===== src/rtl/pwm_gen.sv =====
// Percent-resolution PWM: en latches duty (clamped to 100) and restarts a 100-segment period.
// Latency 1 clk from the en edge to the first high cycle; no backpressure, free-running until clr.
module pwm_gen #(
  parameter int CLKS_PER_SEG = 10,
  parameter int WIDTH        = 7
) (
  input  logic             clk,
  input  logic             clr,
  input  logic             en,
  input  logic [WIDTH-1:0] duty_cycle,
  output logic             out
);

  localparam int CW = (CLKS_PER_SEG > 1) ? $clog2(CLKS_PER_SEG) : 1;
  localparam logic [CW-1:0]    CC_LAST  = CW'(CLKS_PER_SEG - 1);
  localparam logic [WIDTH-1:0] SEG_LAST = WIDTH'(99);
  localparam logic [WIDTH-1:0] DUTY_MAX = WIDTH'(100);

  logic             running;
  logic [WIDTH-1:0] duty_reg;
  logic [CW-1:0]    clock_count;
  logic [WIDTH-1:0] segments;

  logic             running_nxt;
  logic [WIDTH-1:0] duty_nxt;
  logic [CW-1:0]    cc_nxt;
  logic [WIDTH-1:0] seg_nxt;
  logic [WIDTH-1:0] duty_clamped;

  assign duty_clamped = (duty_cycle > DUTY_MAX) ? DUTY_MAX : duty_cycle;

  always_comb begin
    running_nxt = running;
    duty_nxt    = duty_reg;
    cc_nxt      = clock_count;
    seg_nxt     = segments;
    if (en) begin
      running_nxt = 1'b1;
      duty_nxt    = duty_clamped;
      cc_nxt      = '0;
      seg_nxt     = '0;
    end else if (running) begin
      if (clock_count == CC_LAST) begin
        cc_nxt  = '0;
        seg_nxt = (segments == SEG_LAST) ? '0 : segments + WIDTH'(1);
      end else begin
        cc_nxt = clock_count + CW'(1);
      end
    end
  end

  // out is registered from next-state so it lines up with the counters it describes
  always_ff @(posedge clk) begin
    if (!clr) begin
      running     <= 1'b0;
      duty_reg    <= '0;
      clock_count <= '0;
      segments    <= '0;
      out         <= 1'b0;
    end else begin
      running     <= running_nxt;
      duty_reg    <= duty_nxt;
      clock_count <= cc_nxt;
      segments    <= seg_nxt;
      out         <= running_nxt && (seg_nxt < duty_nxt);
    end
  end

endmodule


===== config.mk =====
export PLATFORM = sky130hd
export DESIGN_NAME = pwm_gen
export DESIGN_NICKNAME = d
export VERILOG_FILES = /design/src/rtl/pwm_gen.sv
export SDC_FILE = /design/constraint.sdc
export NUM_CORES = 1
export LEC_CHECK = 0
export CORE_MARGIN = 2
export CORE_UTILIZATION = 54
export CTS_CLUSTER_DIAMETER = 40
export DETAILED_ROUTE_END_ITERATION = 8
export GPL_TIMING_DRIVEN = 0
export MAX_ROUTING_LAYER = met4
export PLACE_DENSITY = 0.75
export SYNTH_ARGS = -nofsm -noshare
export SYNTH_HDL_FRONTEND = slang
export SYNTH_SLANG_ARGS = --single-unit

===== constraint.sdc =====
create_clock -name clk -period 2.78 [get_ports clk]
set_clock_uncertainty 0.2 [all_clocks]
set_input_delay 0.556 -clock clk [delete_from_list [all_inputs] [get_ports clk]]
set_output_delay 0.556 -clock clk [all_outputs]
set_load 0.01 [all_outputs]

After elaboration in Yosys (flattened, before gate mapping). Cells that the tools add are included.

Register bits: 20. Output and inout port bits: 1. Word-level logic and storage cells: 22. Bits of input ports: 10.

Bitwise gates (word level): 1. Order comparisons: 2. Eq/ne operators: 2. Reductions and logical operators: 2. Add/sub/neg operators: 2. Multiplexer cells: 8.

Operator list (number): 7-bit two-way mux (6); 7-bit by 1-bit adder with 7-bit output, second input constant (1); 7-bit equality test, second input constant (1); 7-bit greater-than comparator, second input constant (1); 7-bit < comparator (1); 4-bit by 1-bit adder with 4-bit output, second input constant (1); 4-bit equality test, second input constant (1); 4-bit two-way mux (1); 2-bit OR reduction (1); 1-bit logical AND (1); 1-bit two-way mux (1); 1-bit NOT (1).

Longest topological paths before layout.
Depth in word-level cells: 7. Depth in mapped cells: 10. Depth with buffers taken out: 9.

Worst setup path before layout. No wires, ideal clock.

Path kind: input to register. Start point: input port duty_cycle[3]. End point: register out. Path slack: 0.633 ns. Buffers on the path: 0. Library setup time: 0.074 ns. Arrival: 1.873 ns. Data required time: 2.506 ns. Stages: 8. Path through: nor3_1 > o21a_1 > a21oi_1 > ha_1 > a21o_1 > a21oi_1 > o221ai_1 > a31oi_1.

Longest elaborated chain between the ends: 5.

RTL lines: start, declared (line 10) `input logic [WIDTH-1:0] duty_cycle,`; 7-bit greater-than comparator (line 30) `assign duty_clamped = (duty_cycle > DUTY_MAX) ? DUTY_MAX : duty_cycle;`; 7-bit two-way mux (*) (line 30); 7-bit two-way mux (*) (line 37) `if (en) begin`; 7-bit < comparator (*) (line 65) `out <= running_nxt && (seg_nxt < duty_nxt);`; 1-bit logical AND (*) (line 65); end signal, assigned (line 65); end, declared (line 11) `output logic out`.

Mark *: on every way between the ends. The rest lies on a longest branch, timed or not. A chain may end at the register's enable or synchronous reset.

Worst setup path after layout. Ends and elaborated chain as after synthesis.

==> flow_summary.yaml <==
outcome:
  status: "finished clean"
power_and_ir_drop:
  ir_drop_v: 0.000310
  p_leak_nw: 0.468
  power.total_w: 0.000529
  powerDensity_nw_per_um2: 429
cells_and_area:
  drive_gt1_share_pct: 5.71
  design_area_um2: 1230
  areaGrowthSynthToFinish_pct: 16.0
  stdcell_count: 167
  fin_nets: 158
  insertedDiodeCount: 0
  n_fill_cell: 168
placed_design:
  dp_hpwl_mm: 1.66
  gp_congestion: 0.820
  io_buffer_count: 10
  dp_slack_ns: 0.00449
  placed_cell_area_um2: 1200
  placed_cells: 163
clock_tree:
  cts_max_path_buffers: 2
  path_clk_slew_ns: 0.11
  clock-sinks: 20
  cts-resized-gates: 0
  clk_latency_ns: 0.31
  htree_levels: 1
  hold_buffers: 0
  cts_root_buf: "clkbuf_4"
  tritoncts: "yes"
  cts_buffers: 3
  postCtsSetupBuffers: 0
yosys:
  synth_most_common_cell: "dfxtp_1"
  synth_top_cell_area_share_pct: 37.6
  yosys-top-cells-count: "dfxtp_1 (20), nor2_1 (16), a21oi_1 (13), nand2_1 (9), nor2b_1 (8)"
  syn_area_um2: 1060
  synth_edf_count: 0
  yosys_warnings: 0
  syn_avg_cell_area_um2: 8.44
  yosys-top-cells-area: "dfxtp_1 (38%), ha_1 (8.2%), a21oi_1 (6.1%)"
  ys_seq_elements: 20
  synth_seq_area_share_pct: 37.6
  synth_nets: 143
  syn_inst: 126
  synth_area_leader_cell: "dfxtp_1"
  async_flop_share_pct: 0
  synthDistinctLibCells: 34
  synth_flop_cell: "dfxtp_1"
drt:
  routed_via_density: 5.51
  drtIter0Drc: 15
  wl_mm: 2.15
  wl_per_cell_um: 12.9
  via_count: 920
  drcViolationCount: 0
  drtPass1Iterations: 4
  ant_nets: 0
grt:
  grt_overflow_total: 0
  grt_pass1_wl_mm: 3.55
  grt_pass1_vias: 831
  grtUsageTotal_pct: 20.3
  antenna_found_initial: 0
  grt_max_degree: 12
worst_setup_path:
  rr_worst_depth: 9
  end_kind: "flop"
  critPathRequiredTime_ns: 2.82
  critPathLaunchType: "input pin"
  path_class: "input pin to flop"
  worstPathMaxFanout: 4
  worst_ep_arrival_time_ns: 2.50
timing:
  tightest_slew_ns: 0.411
  rsz0062_at_grt: "no"
  final-hold-violation-count: 0
  fin_ws_ns: 0.322
  post-route-period-util_pct: 88.4
  fmax_ghz: 0.407
  timing.final.crit_period_ns: 2.46
  setup_tns_ns: 0
  report.final.slew_viol_count: 0
  slew_headroom_pct: 72.6
  setup_violations: 0
job:
  cap_violations: 0
min_path:
  min_path_type: "flop to flop"
  whs_path_depth: 2
die:
  dieArea_um2: 2340
  rows: 16
  die_h_um: 48.4
  io_pins: 11
  initial_core_util_pct: 55.9
  die_w_um: 48.4
  core-area_um2: 1900
-- routing by layer --
layer | GRT usage, % | routed length (µm) | vias up
met1 | 22.9 | 978 | 426
li1 | - | - | 477
met2 | 34.7 | 1060 | 13
met4 | 10.0 | 47 | 0
met3 | 3.70 | 64 | 4
met5 | - | 0 | -
-- layout by cell type, fill, tap and decap left out, types with 3 or more instances in the layout --
master / count
a21oi_1: 13
and2_1: 3
clkbuf_4: 3
clkdlybuf4s50_1: 10
dfxtp_1: 20
ha_1: 7
mux2i_1: 4
nand2_1: 9
nand2b_1: 4
nand3_1: 3
nand4_1: 3
nor2_1: 16
nor2b_1: 8
o21ai_1: 6
-- cells by family (layout without fill, tap and decap cells) --
kind of cell	Yosys count	after routing	share of synthesized area, %
and+or+nand+nor	57	57	28.8
adders and majority gates	7	7	8.23
xor gates and xnor gates	4	4	3.29
buffers and inverters	5	19	2.00
AOI/OAI and AO/OA	29	29	16.2
DFF	20	20	37.6
muxes	4	4	3.76
-- power by group --
group	leakage (nW)	total, W	switching (W)	internal, W
clock	0.0210	0.000171	0.0000910	0.0000801
sequential	0.163	0.000300	0.00000431	0.000295
combinational	0.284	0.0000586	0.0000293	0.0000293
-- final timing paths --
| check | to | startpoint | slack, ns |
|---|---|---|---|
| worst max-delay path | out | duty_cycle[3] | 0.32 |
| worst min-delay path | duty_reg[0] | duty_reg[0] | 0.32 |
| worst max register to register | out | segments[0] | 0.34 |
| worst min register to register | duty_reg[0] | duty_reg[0] | 0.32 |
-- through the flow --
step,util [%],hold WS [ns]
6_report,64.9,0.319
5_1_grt,64.9,0.358
4_1_cts,64.9,0.316
3_5_place_dp,63.0,0.302
3_3_place_gp,63.0,0.282
2_1_floorplan,-,0.249
-- critical path, stage by stage --
cell and delay [ns]:
clkdlybuf4s50_1 0.42, nor3_1 0.24, o21a_1 0.21, a21oi_1 0.11, ha_1 0.32, a21o_1 0.18, a21oi_1 0.16, o221ai_1 0.13
a31oi_1 0.16
-- layout make-up --
type	count	area [µm²]	share of cell area, %
Sequential cell	20	400	32.5
Inverter	2	7.51	0.609
Multi-Input combinational cell	101	642	52.0
Timing Repair Buffer	10	100	8.11
Tap cell	27	33.8	2.74
Buffer	3	13.8	1.12
Clock buffer	4	36.3	2.94
(Power assumes the default switching activity.)
